`src/rtl/serial_subtractor.sv`:
```
// rtl/serial_subtractor.sv - bit-serial N-bit subtractor (d = a - b - bin), LSB first, start/done handshake; optional SERIAL_SUB_OVF_EN adds ovf
module serial_subtractor #(
  parameter int WIDTH = 8
) (
  input  logic             clk,
  input  logic             rst,
  input  logic             start,
  input  logic [WIDTH-1:0] a,
  input  logic [WIDTH-1:0] b,
  input  logic             bin,
  output logic             busy,
  output logic             done,
  output logic [WIDTH-1:0] d,
  output logic             bout
`ifdef SERIAL_SUB_OVF_EN
  ,
  output logic             ovf
`endif
);

  localparam int CW = $clog2(WIDTH);
  localparam logic [CW-1:0] CNT_LAST = CW'(WIDTH - 1);

  typedef enum logic [1:0] {
    S_IDLE  = 2'd0,
    S_SHIFT = 2'd1,
    S_DONE  = 2'd2
  } state_e;

  state_e           state_q, state_d;
  logic [WIDTH-1:0] a_q, b_q, r_q, d_q;
  logic             br_q, bout_q;
  logic [CW-1:0]    cnt_q;

  logic             a0, b0, diff, br_next, last_bit;
  logic [WIDTH-1:0] r_next;

`ifdef SERIAL_SUB_OVF_EN
  // Operand sign bits are captured separately because A/B shift out their MSBs.
  logic [1:0] msb_q;
  logic       ovf_q;
`endif

  // Full-subtractor cell on the current LSBs, plus the result shift-in value.
  always_comb begin
    a0       = a_q[0];
    b0       = b_q[0];
    diff     = a0 ^ b0 ^ br_q;
    br_next  = (~a0 & b0) | (~(a0 ^ b0) & br_q);
    r_next   = {diff, r_q[WIDTH-1:1]};
    last_bit = (cnt_q == CNT_LAST);
  end

  // State register.
  always_ff @(posedge clk) begin
    if (rst) state_q <= S_IDLE;
    else     state_q <= state_d;
  end

  // Next-state and handshake outputs.
  always_comb begin
    state_d = state_q;
    busy    = 1'b0;
    done    = 1'b0;
    case (state_q)
      S_IDLE: begin
        if (start) state_d = S_SHIFT;
      end
      S_SHIFT: begin
        busy = 1'b1;
        if (last_bit) state_d = S_DONE;
      end
      S_DONE: begin
        done    = 1'b1;
        state_d = S_IDLE;
      end
      default: state_d = S_IDLE;
    endcase
  end

  // Datapath: capture on accepted start, shift one bit per SHIFT cycle, publish on the last bit.
  always_ff @(posedge clk) begin
    if (rst) begin
      a_q    <= '0;
      b_q    <= '0;
      r_q    <= '0;
      br_q   <= 1'b0;
      cnt_q  <= '0;
      d_q    <= '0;
      bout_q <= 1'b0;
`ifdef SERIAL_SUB_OVF_EN
      msb_q  <= 2'b00;
      ovf_q  <= 1'b0;
`endif
    end else begin
      case (state_q)
        S_IDLE: begin
          if (start) begin
            a_q   <= a;
            b_q   <= b;
            br_q  <= bin;
            r_q   <= '0;
            cnt_q <= '0;
`ifdef SERIAL_SUB_OVF_EN
            msb_q <= {a[WIDTH-1], b[WIDTH-1]};
`endif
          end
        end
        S_SHIFT: begin
          a_q  <= {1'b0, a_q[WIDTH-1:1]};
          b_q  <= {1'b0, b_q[WIDTH-1:1]};
          br_q <= br_next;
          r_q  <= r_next;
          if (last_bit) begin
            // Counter parks at WIDTH-1; it is reloaded on the next start.
            d_q    <= r_next;
            bout_q <= br_next;
`ifdef SERIAL_SUB_OVF_EN
            ovf_q  <= (msb_q[1] != msb_q[0]) && (diff != msb_q[1]);
`endif
          end else begin
            cnt_q <= cnt_q + CW'(1);
          end
        end
        default: begin
        end
      endcase
    end
  end

  assign d    = d_q;
  assign bout = bout_q;
`ifdef SERIAL_SUB_OVF_EN
  assign ovf  = ovf_q;
`endif

endmodule

```
`config.mk`:
```
export PLATFORM = sky130hd
export DESIGN_NAME = serial_subtractor
export DESIGN_NICKNAME = d
export VERILOG_FILES = /design/src/rtl/serial_subtractor.sv
export SDC_FILE = /design/constraint.sdc
export NUM_CORES = 1
export LEC_CHECK = 0
export CAP_MARGIN = 30
export CELL_PAD_IN_SITES_DETAIL_PLACEMENT = 0
export CELL_PAD_IN_SITES_GLOBAL_PLACEMENT = 1
export CORE_MARGIN = 3
export CORE_UTILIZATION = 25
export CTS_CLUSTER_SIZE = 24
export DETAILED_ROUTE_END_ITERATION = 10
export GPL_TIMING_DRIVEN = 0
export PLACE_DENSITY = 0.58
export SLEW_MARGIN = 20
export SYNTH_ARGS = -nofsm -noshare
export SYNTH_HDL_FRONTEND = slang
export SYNTH_SLANG_ARGS = --single-unit
export TNS_END_PERCENT = 30
```
`constraint.sdc`:
```
create_clock -name clk -period 1.5 [get_ports clk]
set_input_delay 0.375 -clock clk [delete_from_list [all_inputs] [get_ports clk]]
set_output_delay 0.375 -clock clk [all_outputs]
set_load 0.03 [all_outputs]
```
# Word-level counts from Yosys, hierarchy flattened
# Index checks and enable logic that the tools add are counted.
# W data, S select, Z words.
[classes]
addsub = 1
mul = 0
n_div = 0
order_cmp = 0
eq_ne = 6
shifts = 0
n_mux = 16
n_bitwise = 7
reduce_logical = 6
[op_table]
columns = ["operator", "count"]
rows = [
  ["$pmux W8 S2", 3],
  ["$mux W8", 3],
  ["$mux W3", 2],
  ["$ne A2 B2 Y1 const B", 3],
  ["$pmux W3 S2", 1],
  ["$reduce_and A2 Y1", 3],
  ["$mux W2", 2],
  ["$pmux W2 S2", 1],
  ["$add A3 B1 Y3 const B", 1],
  ["$eq A3 B3 Y1 const B", 1],
  ["$mux W1", 3],
  ["$reduce_and A3 Y1", 1],
  ["$and A1 B1 Y1", 2],
  ["$eq A2 B1 Y1 const B", 1],
  ["$eq A2 B2 Y1 const B", 1],
  ["$logic_not A2 Y1", 1],
  ["$not A1 Y1", 2],
  ["$pmux W1 S2", 1],
  ["$reduce_bool A2 Y1", 1],
  ["$xor A1 B1 Y1", 2],
  ["$or A1 B1 Y1", 1],
]
[totals]
register_bits = 39
latch_bits = 0
mem_bits_rw = 0
mem_bits_ro = 0
output_inout_bits = 11
memories = 0

# Depth between registers and ports, before layout
[logic_depth]
word_depth = 5
depth_mapped = 6

# Least setup slack after synthesis
# Ideal clock, no wire load.
[synth_path]
path_kind = "reg-to-output"
start = "register state_q[0]"
end = "output port done"
arrival_ns = 1.032
required_time_ns = 1.125
slack_ns = 0.093
path_stages_with_launch = 4
cell_sequence = "dfxtp_1 -> buf_6 -> buf_4 -> nor2b_1"
[synth_via]
elab_chain_cells = 2
[synth_rtl]
columns = ["item", "line_no", "rtl"]
rows = [
  ["from (decl)", "30", "state_e state_q, state_d;"],
  ["from (signal assigned)", "57", "else state_q <= state_d;"],
  ["$eq A2 B2 Y1", "65", "case (state_q)"],
  ["$mux W1", "65", ""],
  ["to (decl)", "12", "output logic done,"],
]
# No other way between the ends.

# Worst setup path after layout
[layout_path]
start = "register state_q[0]"
end = "output port busy"
[layout_via]
elab_chain_cells = 2
[layout_rtl]
columns = ["item", "line_no", "rtl"]
rows = [
  ["$eq A2 B1 Y1", "65", ""],
  ["$mux W1", "65", ""],
  ["to (decl)", "11", "output logic busy,"],
]
# No other way between the ends.

==> results.md <==
- Outcome: complete, but fails checks
- Violated checks: setup timing
- RSZ-0062 raised after global routing: yes
- Max VDD drop: between 400 and 500 uV
- First-pass GRT wire length: approximately 6.6 mm
- Slew @ Worst Pin: around 340 ps
- Pwr Density: 1060 nW/um^2
- Post-synth cell types: 27
- Port Buffers: 30
- DR vias/cell: ~4.3
- Final non-filler cell total: approximately 300
- Met1 Usage GRT: 14.1%
- Worst setup margin: -18.3 ps
- Max FO, Critical Path: 6
- WP data required: between 1000 and 1500 ps
- Post-synthesis register bit count: 38
- Crit share post-route: 101%
- Hold Vio Cnt, Final: 0
- Fin area: between 2000 and 2500 sq um
- Detailed Routing Iterations Pass 1: 4
- Via count: 1326
- Leak pwr: between 0.9 and 1 nW
- Die width: 89.9 um
- Total CTS buffers: 5
- Slew Viols, Final: 0
- Syn nets: a little under 200
- Share of cells above drive strength 1: 31.5%
- Yosys warnings: 0
- F_max: around 660 MHz
- Worst Setup Start Kind: flip-flop
- Gr ovfl total: 0
- HPWL after detailed placement: 2.65 mm
- Ports: 31
- Die Ht: approximately 90 um
- DRT antenna net count: 0
- Clock Sinks: 38
- Synth Cell Area: 1760 sq um
- 1st-iter DRT viols: 50
- Met3 Use GR: under 10%
- Dpl cell area: about 2200 sq um
- Final-stage net count: ~240
- Area Growth Syn to Fin: 35.4%
- Post-synthesis sequential area ratio: around 43%
- Remaining DRCs: 0
- Kind of critical path: reg -> out
- Initial core utilization: a little over a quarter
- GRT Resource Usage Total: about 10%
- Gr busiest metal: met2
- DIE AREA: approximately 8000 sq um
- Period minus WS final: around 1500 ps
- Sum Neg Setup Slack: -26.4 ps
- H-tree levels: 2
- Post-synthesis cell count: around 170
- Hold wc startpoint: d[3]
- Hold/Removal Path Class: reg -> reg
- Largest net degree at the start of global routing: 14
- Root Buffer Master: clkbuf_8
- Number of global-route vias before repair: around 1300
- GPL Wtd Cong: 0.665
- Crit path from: state_q[0]
- Diodes inserted: 0
- Post-Route WL: ~3.9 mm
- Final setup fails: 2
- Later-pin clock latency in the skew report: between 200 and 300 ps
- Clk_skew: around 9 ps
- Clock buffer depth: 2
- Avg WL per Cell: 12.5 um
- Global Route met2 Usage: 14.7%
- Placed cells: between 200 and 300
- Register clock-pin slew on the reported worst setup and hold paths: 80 ps
- TritonCTS clock tree: built
- Number of max-cap violations: 0
- Reg-to-reg startpoint: cnt_q[1]
- Initial antenna violation count: 0
- Relative slew slack: 77.5%
- Core area: between 6000 and 7000 sq um
- WP data arrival: roughly 1100 ps
- CP Capture Type: output pin
- Row cnt: 29
- Avg Inst Size Synth: slightly above 10 sq um
-- cells in the final DEF, fill, tap and decap left out, types with 2 or more instances in the layout --
cell	instances
a211oi_2	15
inv_1	4
o21ai_1	4
nor2_2	15
mux2i_1	15
buf_6	9
dfxtp_1	37
nor2_1	10
buf_4	10
ha_1	2
clkdlybuf4s50_1	19
a21oi_1	11
nand2_1	11
a22oi_1	7
nand3_1	8
bufinv_16	2
nand4bb_1	2
clkbuf_8	5
dlygate4sd2_1	9
buf_2	4
nand2b_1	4
-- power by group --
group | internal (mW) | switching, mW
clock | 0.667 | 0.391
sequential | 1.06 | 0.0332
combinational | 0.200 | 0.186
total | 1.93 | 0.611
-- Yosys cell counts (all sizes together) --
cell type / count / area, sq um
dfxtp: 38 / 761
nor2: 25 / 131
a211oi: 15 / 188
mux2i: 15 / 150
buf: 14 / 116
a21oi: 12 / 60.1
nand2: 11 / 41.3
nand3: 8 / 40.0
a22oi: 7 / 52.6
inv: 4 / 15.0
nand2b: 4 / 25.0
o21ai: 4 / 20.0
ha: 2 / 25.0
nand4bb: 2 / 22.5
nor2b: 2 / 12.5
and2b: 1 / 7.51
fa: 1 / 20.0
nand3b: 1 / 11.3
nor3: 1 / 5.00
nor4b: 1 / 15.0
o21ba: 1 / 16.3
o21bai: 1 / 18.8
o31ai: 1 / 7.51
-- cell type report --
cell class | count | area, sq um
fillers | 725 | 4220
clock buffers | 5 | 68.8
flip-flops and latches | 38 | 762
plain buffers | 12 | 103
multi-input cells | 115 | 890
clock inverters | 3 | 68.8
well taps | 93 | 116
repair buffers | 39 | 363
inverters | 4 | 15.0
-- sequential cells by signal, summed over array words and instances (netlist names) --
name     count
a_q          8
b_q          8
d            8
r_q          7
cnt_q        3
state_q      2
bout         1
br_q         1
-- layer usage --
| metal | share of wire (%) | routed length [um] |
|---|---|---|
| met1 | 50 | 1930 |
| met2 | 45 | 1750 |
| met3 | 3.2 | 124 |
| met4 | 1.1 | 44 |
| met5 | 0 | 0 |
-- through the flow --
step	worst slack [ps]	hold slack, ps	power (mW)	util (%)
finish	-18.3	454	2.54	36.1
global route	-53.0	473	2.65	36.1
CTS	-189	459	2.56	35.4
detailed placement	-385	449	1.48	33.0
global placement	-400	446	1.48	33.0
floorplan	93.3	443	1.37	-
-- path summary, 6_finish.rpt --
check / end / slack, ps / cells past startpoint
setup / recovery: busy / -20 / 4
hold / removal: d[3] / 450 / 2
setup reg to reg: bout / 170 / 6
hold reg to reg: d[3] / 450 / 2
-- kinds of logic after synthesis --
group | Yosys count | share of synthesized area, %
DFF | 38 | 43.2
adders and majority gates | 3 | 2.56
buffers and inverters | 18 | 7.46
and+or+nand+nor | 56 | 17.7
muxes | 15 | 8.52
AOI/OAI and AO/OA | 41 | 20.6
-- repair_timing --
action,in CTS,in global routing
endpoints found under the setup margin,26,15
resized for setup,31,5
hold buffers,0,0
pin swaps,0,0
buffers inserted,0,9
-- critical path, cell delays in order, from the launching register on --
cell and delay [ps]:
dfxtp_2 320, buf_6 120, and2b_1 150, buf_6 130
buf_6 130
(Power assumes the default switching activity.)
